--- src/rtl/switch_response.sv ---
// Switch-side answer path: synchronizes and debounces the player switches, then
// scores them against the LED pattern of the current round.
// Optional: SWITCH_RESPONSE_CHANGE_REQUIRED_EN makes a hit require at least one
// debounced switch toggle since arming.
//
//   state   | meaning
//   --------+---------------------------------------------
//   S_IDLE  | no round presented since reset
//   S_ARMED | round in progress, waiting for switches == target
//   S_DONE  | round answered, waiting for the next round_start
module switch_response #(
    parameter int WIDTH        = 8,
    parameter int STABLE_TICKS = 3
) (
    input  logic             clk,
    input  logic             clr,
    input  logic             scan_tick,
    input  logic             round_start,
    input  logic [WIDTH-1:0] led_control,
    input  logic [WIDTH-1:0] switch,
    output logic [WIDTH-1:0] sw_stable,
    output logic             hit,
    output logic             miss,
    output logic             armed
);

    localparam int CW = $clog2(STABLE_TICKS + 1);
    localparam logic [CW-1:0] TC = CW'(STABLE_TICKS);

    typedef enum logic [1:0] {
        S_IDLE  = 2'd0,
        S_ARMED = 2'd1,
        S_DONE  = 2'd2
    } state_t;

    state_t           state_q, state_d;
    logic [WIDTH-1:0] sw_meta, sw_sync;
    logic [WIDTH-1:0] stable_d;
    logic [CW-1:0]    cnt_q [WIDTH];
    logic [CW-1:0]    cnt_d [WIDTH];
    logic [WIDTH-1:0] target_q, target_d;
    logic             hit_d, miss_d;
    logic             match;

    always_ff @(posedge clk or negedge clr) begin
        if (!clr) begin
            sw_meta <= '0;
            sw_sync <= '0;
        end else begin
            sw_meta <= switch;
            sw_sync <= sw_meta;
        end
    end

    // A counter only advances while the synchronized level disagrees with the
    // accepted level; any agreeing tick restarts the run.
    always_comb begin
        stable_d = sw_stable;
        for (int i = 0; i < WIDTH; i++) begin
            cnt_d[i] = cnt_q[i];
            if (scan_tick) begin
                if (sw_sync[i] != sw_stable[i]) begin
                    if (cnt_q[i] + CW'(1) == TC) begin
                        stable_d[i] = ~sw_stable[i];
                        cnt_d[i]    = '0;
                    end else begin
                        cnt_d[i] = cnt_q[i] + CW'(1);
                    end
                end else begin
                    cnt_d[i] = '0;
                end
            end
        end
    end

    always_ff @(posedge clk or negedge clr) begin
        if (!clr) begin
            sw_stable <= '0;
            for (int i = 0; i < WIDTH; i++) begin
                cnt_q[i] <= '0;
            end
        end else begin
            sw_stable <= stable_d;
            for (int i = 0; i < WIDTH; i++) begin
                cnt_q[i] <= cnt_d[i];
            end
        end
    end

`ifdef SWITCH_RESPONSE_CHANGE_REQUIRED_EN
    logic changed_q, changed_d;

    always_comb begin
        changed_d = changed_q;
        if (round_start) begin
            changed_d = 1'b0;
        end else if (state_q == S_ARMED && stable_d != sw_stable) begin
            changed_d = 1'b1;
        end
    end

    always_ff @(posedge clk or negedge clr) begin
        if (!clr) begin
            changed_q <= 1'b0;
        end else begin
            changed_q <= changed_d;
        end
    end

    assign match = (state_q == S_ARMED) && (sw_stable == target_q) && changed_q;
`else
    assign match = (state_q == S_ARMED) && (sw_stable == target_q);
`endif

    // round_start always re-arms; a simultaneous match still scores as a hit.
    always_comb begin
        state_d  = state_q;
        target_d = target_q;
        hit_d    = 1'b0;
        miss_d   = 1'b0;
        if (match) begin
            hit_d = 1'b1;
        end else if (state_q == S_ARMED && round_start) begin
            miss_d = 1'b1;
        end
        if (round_start) begin
            state_d  = S_ARMED;
            target_d = led_control;
        end else if (match) begin
            state_d = S_DONE;
        end
    end

    always_ff @(posedge clk or negedge clr) begin
        if (!clr) begin
            state_q  <= S_IDLE;
            target_q <= '0;
            hit      <= 1'b0;
            miss     <= 1'b0;
        end else begin
            state_q  <= state_d;
            target_q <= target_d;
            hit      <= hit_d;
            miss     <= miss_d;
        end
    end

    assign armed = (state_q == S_ARMED);

endmodule

--- config.mk ---
export PLATFORM = sky130hd
export DESIGN_NAME = switch_response
export DESIGN_NICKNAME = d
export VERILOG_FILES = /design/src/rtl/switch_response.sv
export SDC_FILE = /design/constraint.sdc
export NUM_CORES = 1
export LEC_CHECK = 0
export CAP_MARGIN = 15
export CORE_ASPECT_RATIO = 0.8
export CORE_MARGIN = 8
export CORE_UTILIZATION = 30
export DETAILED_ROUTE_END_ITERATION = 16
export DONT_BUFFER_PORTS = 1
export PLACE_DENSITY_LB_ADDON = 0.3
export REMOVE_ABC_BUFFERS = 1
export SETUP_SLACK_MARGIN = 0.02
export SYNTH_ARGS = -nofsm -noshare
export SYNTH_HDL_FRONTEND = slang
export SYNTH_SLANG_ARGS = --single-unit
--- constraint.sdc ---
create_clock -name clk -period 3.65 [get_ports clk]
set_clock_uncertainty 0.05 [all_clocks]
set_input_delay 0.73 -clock clk [delete_from_list [all_inputs] [get_ports clk]]
set_output_delay 0.73 -clock clk [all_outputs]
set_load 0.03 [all_outputs]
; Word level (Yosys, flattened, before mapping)
; Cells that the tools add are included.
[op_classes]
addsub = 8
n_mul = 0
n_div = 0
order_cmp = 0
eq_ne = 18
shift = 0
n_mux = 21
n_bitwise = 8
n_reduce_logical = 11
[ops]
columns = op, count
row1 = $mux 2, 18
row2 = $reduce_and 3->1, 8
row3 = $add 2x1->2 const B, 8
row4 = $eq 2x2->1 const B, 8
row5 = $eq 8x8->1, 1
row6 = $ne 1x1->1, 8
row7 = $not 1->1, 8
row8 = $mux 1, 3
row9 = $eq 2x1->1 const B, 1
row10 = $logic_and 1x1->1, 2
row11 = $reduce_bool 2->1, 1
[totals]
register_bits = 52
latchBits = 0
ramBits = 0
mem_bits_ro = 0
inputBits = 20
out_inout_bits = 11
elab_cells = 88
n_memories = 0

; Longest topological paths before layout
; Gate-level depths: netlist (run 1).
[depth]
ltp_word = 4
mapped_depth = 4
ltp_nobuf = 3

; Worst setup path before layout (run 1)
; No wires, ideal clock.
[synth_path]
path_kind = input to register
startpoint = in scan_tick
endpoint = reg sw_stable[0]
setup_ps = 125
t_arrival_ps = 1400
t_required_ps = 3475
slack_ps = 2076
path_stages = 4
path_buffers = 1
cell_sequence = buf_4 > and2b_1 > nand2_1 > mux2_2
[synth_between]
elab_chain_len = 1
[synth_rtl]
columns = item, line
row1 = start: declaration, 17  ; input logic scan_tick,
row2 = $reduce_and 3->1 (no source line), --
row3 = end signal: assignment, 83  ; sw_stable <= stable_d;
row4 = end: declaration, 21  ; output logic [WIDTH-1:0] sw_stable,
; No other way between the ends.
; A chain may end at the register's enable or synchronous reset.

; Worst setup path in the final report (run 1)
[layout_path]
startpoint = reg state_q[1]
endpoint = out armed
[layout_between]
elab_chain_len = 1
[layout_rtl]
columns = item, line
row1 = start: declaration, 36  ; state_t state_q, state_d;
row2 = start signal: assignment, 141  ; state_q <= state_d;
row3 = $eq 2x1->1, 148  ; assign armed = (state_q == S_ARMED);
row4 = end: declaration, 24  ; output logic armed
; No other way between the ends.

==> results of run 1 <==
## per-layer routing
metal | part of all wire [%] | wire (um) | up-vias
met4 | 1.1 | 41 | 0
met2 | 49 | 1880 | 21
met5 | 0 | 0 | -
li1 | - | - | 528
met3 | 6.8 | 258 | 5
met1 | 43 | 1630 | 565
## power by group
part / total, mW / leakage, nW / switching, mW / internal [mW]
Sequential: 0.944 / 0.635 / 0.238 / 0.707
Clock: 0.334 / 0.0473 / 0.183 / 0.152
Combinational: 0.307 / 0.251 / 0.135 / 0.173
Total: 1.59 / 0.934 / 0.555 / 1.03
## kinds of logic (layout without fill, tap and decap cells)
| kind of cell | count (synthesis) | in the layout |
|---|---|---|
| other cells | 0 | 1 |
| flops | 52 | 52 |
| xor+xnor | 16 | 16 |
| simple gates | 39 | 39 |
| compound gates | 11 | 11 |
| buf+inv | 12 | 15 |
| mux | 24 | 24 |
## path summary, 6_finish.rpt
path,cells past startpoint,from,end,slack [ns]
min in group clk,0,sw_meta[1],sw_sync[1],0.30
max in group asynchronous,0,clr,sw_sync[2],3.39
max reg2reg,3,sw_stable[7],miss,1.99
max,1,state_q[1],armed,1.76
min,0,clr,miss,0.06
min reg2reg,0,sw_meta[1],sw_sync[1],0.30
## cell usage in the layout, fill, tap and decap left out, types with 4 or more instances in the layout
cell,synthesis,routed
clkbuf_8,0,6
xor2_1,8,8
dfrtp_1,52,52
mux2i_1,8,8
nand2_1,17,17
nor2b_1,4,4
o22ai_1,8,8
nand3_1,9,9
xnor2_1,8,8
inv_1,8,8
mux2_2,16,16
and2b_1,5,5
## metrics by stage
| step | setup WS, ns | total power [mW] | area [sq um] |
|---|---|---|---|
| 2_1_floorplan | 2.15 | 1.18 | 2010 |
| 3_3_place_gp | 2.00 | 1.23 | 2110 |
| 3_5_place_dp | 1.98 | 1.27 | 2110 |
| 4_1_cts | 1.73 | 1.61 | 2200 |
| 5_1_grt | 1.71 | 1.70 | 2200 |
| 6_report | 1.76 | 1.59 | 2210 |
## registers in the layout, summed over array words and instances, names as in the netlist
register	flops
cnt_q	16
hit	1
miss	1
state_q	2
sw_meta	8
sw_stable	8
sw_sync	8
target_q	8
## layout make-up
class,count,area [sq um],share of cell area (%)
Multi-Input combinational cell,90,677,30.7
Clock inverter,1,8.76,0.397
Clock buffer,6,82.6,3.74
Inverter,8,30.0,1.36
Sequential cell,52,1300,59.0
Antenna cell,1,2.50,0.113
Tap cell,84,105,4.76
==> flow_metrics.py, run 1 <==
metrics = {
    "power": {
        "power.leakage_nw": 0.934,
        "power_density_mw_per_mm2": 719,
        "peakVddDrop_mv": 0.179,
    },
    "detailed_routing": {
        "post-route-drc-count": 0,
        "dr.first_iter.drc_count": 24,
        "first_pass_iters": 4,
        "viasPerCell": 4.62,
        "drtAntennaViolNets": 0,
        "wl_per_cell_um": 15.7,
        "vias": 1119,
        "wl_um": 3810,
    },
    "placed_design": {
        "portBuffers": 0,
        "place_hpwl_um": 2710,
        "dp_cells": 234,
        "gp_congestion": 0.659,
    },
    "timing": {
        "max_freq_mhz": 529,
        "max_slew.worst_pin.slew_ns": 0.444,
        "period_share_pct": 51.8,
        "maxSlewViolCount": 0,
        "holdWs_ns": 0.0635,
        "final.min_clock_period_ns": 1.89,
        "rsz0062_at_grt": "false",
        "setup_violations": 0,
        "tns_ns": 0,
        "final-hold-violation-count": 0,
        "max_slew_margin_pct": 70.4,
    },
    "yosys": {
        "synth_seq_cells": 52,
        "yosysMostFrequentCell": "dfrtp_1",
        "synth_flop_cell": "dfrtp_1",
        "seq_area_frac_synth_pct": 64.1,
        "async_reset_ff_share_pct": 100,
        "synth.area.top_cells": "dfrtp_1, mux2_2, mux2i_1",
        "yosysWarnings": 0,
        "netlist_area_sq_mm": 0.00203,
        "synth_cells": 154,
        "synth-simple-area-share_pct": 9.61,
        "synth_area_per_cell_sq_um": 13.2,
        "synth_xor_area_share_pct": 6.90,
        "synth_top_area_share_pct": 64.1,
        "synth_top_family_by_area": "multiplexers",
        "synth.top_cells.by_count": "dfrtp_1, nand2_1, mux2_2, nand3_1",
        "synth.area.mux_share_pct": 12.8,
        "yosysUniqueCellTypes": 20,
        "synth_edf_count": 0,
        "synth_compound_area_share_pct": 4.00,
        "synth_fa_ha_area_share_pct": 0,
        "synth.largest_area_cell": "dfrtp_1",
    },
    "global_route": {
        "antenna_found_initial": 1,
        "grt-busiest-layer": "met2",
        "grt-ovfl-total": 0,
        "grt_usage_pct": 8.56,
        "grt_pass1_wl_um": 6220,
        "gr-usage-met2_pct": 14.5,
        "grt_max_degree": 53,
        "use_met1_pct": 9.38,
        "grt_util_met3_pct": 3.57,
        "grt_pass1_vias": 1262,
    },
    "floorplanning": {
        "io_pins": 31,
        "die_w_um": 108,
        "initial_utilization_pct": 31.4,
        "coreArea_sq_mm": 0.00647,
        "std_cell_rows": 26,
        "die-area_sq_mm": 0.00967,
        "die_h_um": 89.6,
    },
    "worst_setup_path": {
        "cp-start-kind": "flip-flop",
        "critical-path-max-stage-delay_ns": 0.43,
        "path_max_fanout": 3,
        "critPathSlowestCell": "and2b_1",
        "critical_path_required_ns": 2.87,
        "endpoint_kind": "primary output",
        "crit_chain": "and2b_1",
        "crit_family": "simple AND/OR/NAND/NOR gates",
        "crit_buf_inv": 0,
        "path_class": "reg2out",
        "worstPathArrival_ns": 1.11,
    },
    "clock_network": {
        "cts_buffers": 5,
        "h-tree-depth": 2,
        "insertion_delay_ns": 0.30,
        "cts-root-buf": "clkbuf_8",
        "cts_sinks": 52,
        "post_cts_resized": 0,
        "cts_tree": "yes",
        "clkTransAtPathRegs_ns": 0.10,
        "cts_hold_buf": 0,
        "postCtsSetupBuffers": 0,
        "clk_path_buf_depth": 2,
    },
    "finish": {
        "syn2layout_area_growth_pct": 8.69,
        "fillCellCount": 607,
        "drive_gt1_share_pct": 15.9,
        "fin_cells": 242,
        "final_util_pct": 34.1,
        "layout.nets": 177,
    },
    "run_status": {
        "status": "complete, no violations",
    },
    "worst_hold_path": {
        "hold_path.class": "in2async",
    },
    "flow_run": {
        "maxCapViolations": 0,
    },
}
(Power assumes the default switching activity.)
==> inputs of run 2 (changes only) <==
Clock period 3.65 ns to 2 ns, I/O delays scaled along.
==> run 2 against run 1 <==
Effect of this change: register-to-register slack lost 1.6 ns; clock power grew 69%; die area unchanged; final area up 1.3%; via count increased by 1.7%; critical path type is now reg2reg; critical endpoint is now state_q[0]; largest cell class unchanged.
==> flow_metrics.py, run 2 (synthesis results as in run 1) <==
metrics = {
    "global_route": {
        "antenna_found_initial": 1,
        "grt_pass1_vias": 1214,
        "grt-ovfl-total": 0,
        "grt_max_degree": 53,
        "grt_pass1_wl_um": 6070,
        "grt_usage_pct": 8.40,
    },
    "worst_setup_path": {
        "path_max_fanout": 4,
        "ff2ff_setup_slack_ns": 0.37,
        "endpoint_kind": "flip-flop",
        "path_class": "reg2reg",
        "ff2ff_path_depth": 3,
        "critical_path_required_ns": 2.14,
        "rr_endpoint": "state_q[0]",
        "crit_start": "sw_stable[7]",
        "r2r_start": "sw_stable[7]",
        "worstPathArrival_ns": 1.77,
        "cp-start-kind": "flip-flop",
    },
    "floorplanning": {
        "coreArea_sq_mm": 0.00647,
        "die_h_um": 89.6,
        "std_cell_rows": 26,
        "die_w_um": 108,
        "io_pins": 31,
        "die-area_sq_mm": 0.00967,
        "initial_utilization_pct": 31.4,
    },
    "finish": {
        "fillCellCount": 631,
        "diodes": 0,
        "drive_gt1_share_pct": 16.3,
        "largest_register": "cnt_q",
        "mostFrequentLayoutCell": "dfrtp_1",
        "layout.nets": 180,
        "largest_register_ffs": 16,
        "layout_common_cells": "dfrtp_1, nand2_1, mux2_2",
        "syn2layout_area_growth_pct": 10.1,
    },
    "timing": {
        "maxSlewViolCount": 0,
        "timing.final.ws_setup_ns": 0.368,
        "final-hold-violation-count": 0,
        "setup_violations": 0,
        "max_freq_mhz": 613,
        "max_slew_margin_pct": 71.3,
        "rsz0062_at_grt": "false",
        "max_slew.worst_pin.slew_ns": 0.430,
        "period_share_pct": 81.6,
        "tns_ns": 0,
        "final.min_clock_period_ns": 1.63,
    },
    "detailed_routing": {
        "first_pass_iters": 4,
        "post-route-drc-count": 0,
        "wl_per_cell_um": 15.7,
        "wl_um": 3820,
        "viasPerCell": 4.66,
        "dr.first_iter.drc_count": 31,
        "drtAntennaViolNets": 0,
        "vias": 1138,
    },
    "power": {
        "peakVddDrop_mv": 0.318,
        "power_density_mw_per_mm2": 1290,
        "power.leakage_nw": 0.948,
    },
    "clock_network": {
        "cts-root-buf": "clkbuf_8",
        "insertion_delay_ns": 0.30,
        "postCtsSetupBuffers": 0,
        "cts_buffers": 5,
        "cts_tree": "yes",
        "clk_path_buf_depth": 2,
        "clkTransAtPathRegs_ns": 0.09,
        "cts_sinks": 52,
        "h-tree-depth": 2,
    },
    "worst_hold_path": {
        "hold_path.class": "in2reg",
        "min-delay-start": "switch[0]",
        "min_path_cells": 0,
        "hold_end": "sw_meta[0]",
    },
    "placed_design": {
        "pre_cts_ws_ns": 0.362,
        "place_hpwl_um": 2700,
        "gp_congestion": 0.645,
        "portBuffers": 0,
    },
    "run_status": {
        "status": "complete, no violations",
    },
    "flow_run": {
        "maxCapViolations": 0,
    },
}
## run 2: worst max path at each step
stage	to	slack [ns]
CTS	state_q[0]	0.35
floorplan	state_q[0]	0.53
finish	state_q[0]	0.37
global placement	miss	0.43
global route	state_q[1]	0.26
detailed placement	state_q[0]	0.36
## run 2: final cells by class
cell class                 count  area [sq um]  share of cell area (%)
sequential                    52          1300                    58.2
multi-input combinational     90           677                    30.3
timing repair buffer           3          45.0                    2.01
inverter                       8          30.0                    1.34
clock buffer                   6          72.6                    3.25
clock inverter                 1          5.00                   0.224
tap                           84           105                    4.70
## run 2: critical path, stage by stage, from the launching register on
cell and delay (ns):
dfrtp_1 0.54, xnor2_1 0.28, nand4_1 0.23, o41a_1 0.43
## run 2: stage by stage
step / hold slack (ns) / cells / power [mW] / cell area [sq um] / utilization [%]
CTS: 0.0542 / 244 / 2.92 / 2240 / 34.5
global route: 0.0430 / 244 / 3.07 / 2240 / 34.5
floorplan: 0.0544 / 150 / 2.15 / 2010 / -
detailed placement: 0.0566 / 235 / 2.32 / 2120 / 32.8
finish: 0.0681 / 244 / 2.88 / 2240 / 34.5
global placement: 0.0562 / 235 / 2.25 / 2120 / 32.8
## run 2: power breakdown
| part | internal (mW) | total, mW | switching, mW |
|---|---|---|---|
| sequential | 1.29 | 1.72 | 0.430 |
| clock | 0.239 | 0.563 | 0.324 |
| combinational | 0.324 | 0.594 | 0.270 |
## run 2: what timing repair did
item	4_1_cts	5_1_grt
hold endpoints to repair	52	0
endpoints found under the setup margin	0	0
hold buffers	2	0
resized for setup	0	0
## run 2: metal layers
metal,track usage [%],vias up,share of wire (%)
met5,0,-,0.34
met4,3.77,2,1.5
met3,4.07,10,7.1
met2,13.7,25,50
met1,9.17,576,41
li1,-,525,-
==> inputs of run 3 (changes only) <==
Clock period 2 ns to 1.45 ns, I/O delays scaled along.
==> run 3 against run 2 <==
Effect of this change: the flow now finishes with violations (hold timing); final cell count increased by 6.6%; non-clock buffer count increased by 15; power increased by 46%; core utilization increased by 2.1 points; first-iteration DRC count increased by 120%; sequential power increased by 19%; clock-buffer cell count increased by 1; largest power group unchanged; global-route usage increased by 0.38 points; critical path depth decreased by 1; routed wire length increased by 0.10%.
==> flow_metrics.py, run 3 (synthesis results as in run 1) <==
metrics = {
    "floorplanning": {
        "die_w_um": 108,
        "die-area_sq_mm": 0.00967,
        "initial_utilization_pct": 31.4,
        "die_h_um": 89.6,
        "std_cell_rows": 26,
        "coreArea_sq_mm": 0.00647,
        "io_pins": 31,
    },
    "worst_setup_path": {
        "crit_chain": "and2b_1 -> buf_6",
        "ff2ff_setup_slack_ns": 0.08,
        "rr_endpoint": "miss",
        "r2r_start": "target_q[4]",
        "path_max_fanout": 2,
        "critical-path-max-stage-delay_ns": 0.40,
        "ff2ff_path_depth": 3,
        "endpoint_kind": "primary output",
        "critPathSlowestCell": "dfrtp_1",
        "crit_path_end": "armed",
        "cp-start-kind": "flip-flop",
        "crit_start": "state_q[1]",
        "worstPathArrival_ns": 1.09,
        "critical_path_required_ns": 1.11,
        "path_class": "reg2out",
    },
    "global_route": {
        "grt_pass1_vias": 1317,
        "grt_max_degree": 53,
        "antenna_found_initial": 1,
        "grt_usage_pct": 8.78,
        "grt-ovfl-total": 0,
        "grt_pass1_wl_um": 6480,
    },
    "detailed_routing": {
        "wl_per_cell_um": 14.7,
        "vias": 1178,
        "dr.first_iter.drc_count": 69,
        "post-route-drc-count": 0,
        "wl_um": 3830,
        "viasPerCell": 4.53,
        "first_pass_iters": 3,
        "drtAntennaViolNets": 0,
    },
    "clock_network": {
        "clk_path_buf_depth": 2,
        "insertion_delay_ns": 0.30,
        "cts_hold_buf": 8,
        "h-tree-depth": 2,
        "cts-root-buf": "clkbuf_8",
        "cts_sinks": 52,
        "clkTransAtPathRegs_ns": 0.09,
        "cts_tree": "yes",
        "cts_buffers": 5,
    },
    "timing": {
        "final.min_clock_period_ns": 1.43,
        "max_freq_mhz": 700,
        "holdWs_ns": -0.372,
        "period_share_pct": 98.6,
        "max_slew_margin_pct": 78.5,
        "final-hold-violation-count": 52,
        "rsz0062_at_grt": "true",
        "maxSlewViolCount": 0,
        "max_slew.worst_pin.slew_ns": 0.322,
        "setup_violations": 0,
        "tns_ns": 0,
    },
    "finish": {
        "largest_register_ffs": 16,
        "layout_common_cells": "dfrtp_1, nand2_1, mux2_2",
        "layout.nets": 195,
        "mostFrequentLayoutCell": "dfrtp_1",
        "syn2layout_area_growth_pct": 16.9,
        "largest_register": "cnt_q",
        "drive_gt1_share_pct": 20.5,
        "diodes": 0,
    },
    "power": {
        "power.leakage_nw": 1.02,
        "total_power_mw": 4.20,
        "power_density_mw_per_mm2": 1770,
        "peakVddDrop_mv": 0.468,
    },
    "flow_run": {
        "maxCapViolations": 0,
    },
    "placed_design": {
        "place_hpwl_um": 2750,
        "portBuffers": 0,
        "gp_congestion": 0.706,
    },
    "worst_hold_path": {
        "hold_path.class": "in2async",
    },
    "run_status": {
        "status": "finished, violations left",
        "failed_checks": "hold timing",
    },
}
run 3: changes by cell type in the layout (fill, tap and decap cells not counted), sizes merged:
| cell | change |
|---|---|
| buf | +8 |
| clkinvlp | +1 |
| clkbuf | +1 |
| clkinv | -1 |
| dlygate4sd3 | +7 |
run 3: critical path, delay by kind of cell, from the launching register on:
kind / cells / cell delay, ns
flops: 1 / 0.40
simple gates: 1 / 0.24
buf+inv: 1 / 0.15
run 3: power breakdown:
part	switching, mW	total (mW)	internal (mW)	leakage [nW]
clock	0.450	0.838	0.388	0.0445
sequential	0.269	2.05	1.79	0.635
combinational	0.699	1.30	0.606	0.341
total	1.42	4.20	2.78	1.02
run 3: repair_timing:
action                                  4_1_cts  5_1_grt
endpoints found under the setup margin        0        3
setup buffers                                 0        1
endpoints found under the hold margin        60       52
resized for setup                             0        2
run 3: routing by layer:
layer	wire [um]	vias to the layer above	share of wire, %	track usage (%)
li1	-	554	-	-
met1	1670	589	44	10.3
met2	1790	25	47	13.5
met3	294	8	7.7	3.71
met4	60	2	1.6	4.65
met5	13	-	0.34	0
run 3: layout make-up:
cell class	count	area, sq um
clock buffer	7	86.3
inverter	8	30.0
timing repair buffer	18	159
sequential	52	1300
clock inverter	1	7.51
tap	84	105
fill	605	4100
multi-input combinational	90	684
run 3: per-stage QoR:
step	worst slack [ns]	util [%]	area, sq um	instances
final	0.0208	36.7	2370	260
after global routing	-0.0247	36.7	2370	260
after CTS	0.0217	36.4	2350	259
after detailed placement	0.102	33.7	2180	243
after global placement	0.150	33.7	2180	243
after floorplan	-0.0165	-	2010	150
run 3: how the worst min path moves through the flow:
stage	from	to	slack, ns	cells after the start
after global routing	clr	state_q[1]	-0.40	0
after detailed placement	clr	cnt_q[14]	-0.05	0
after floorplan	clr	cnt_q[0]	-0.06	0
after CTS	clr	cnt_q[8]	-0.39	0
after global placement	clr	cnt_q[14]	-0.05	0
final	clr	cnt_q[14]	-0.37	0
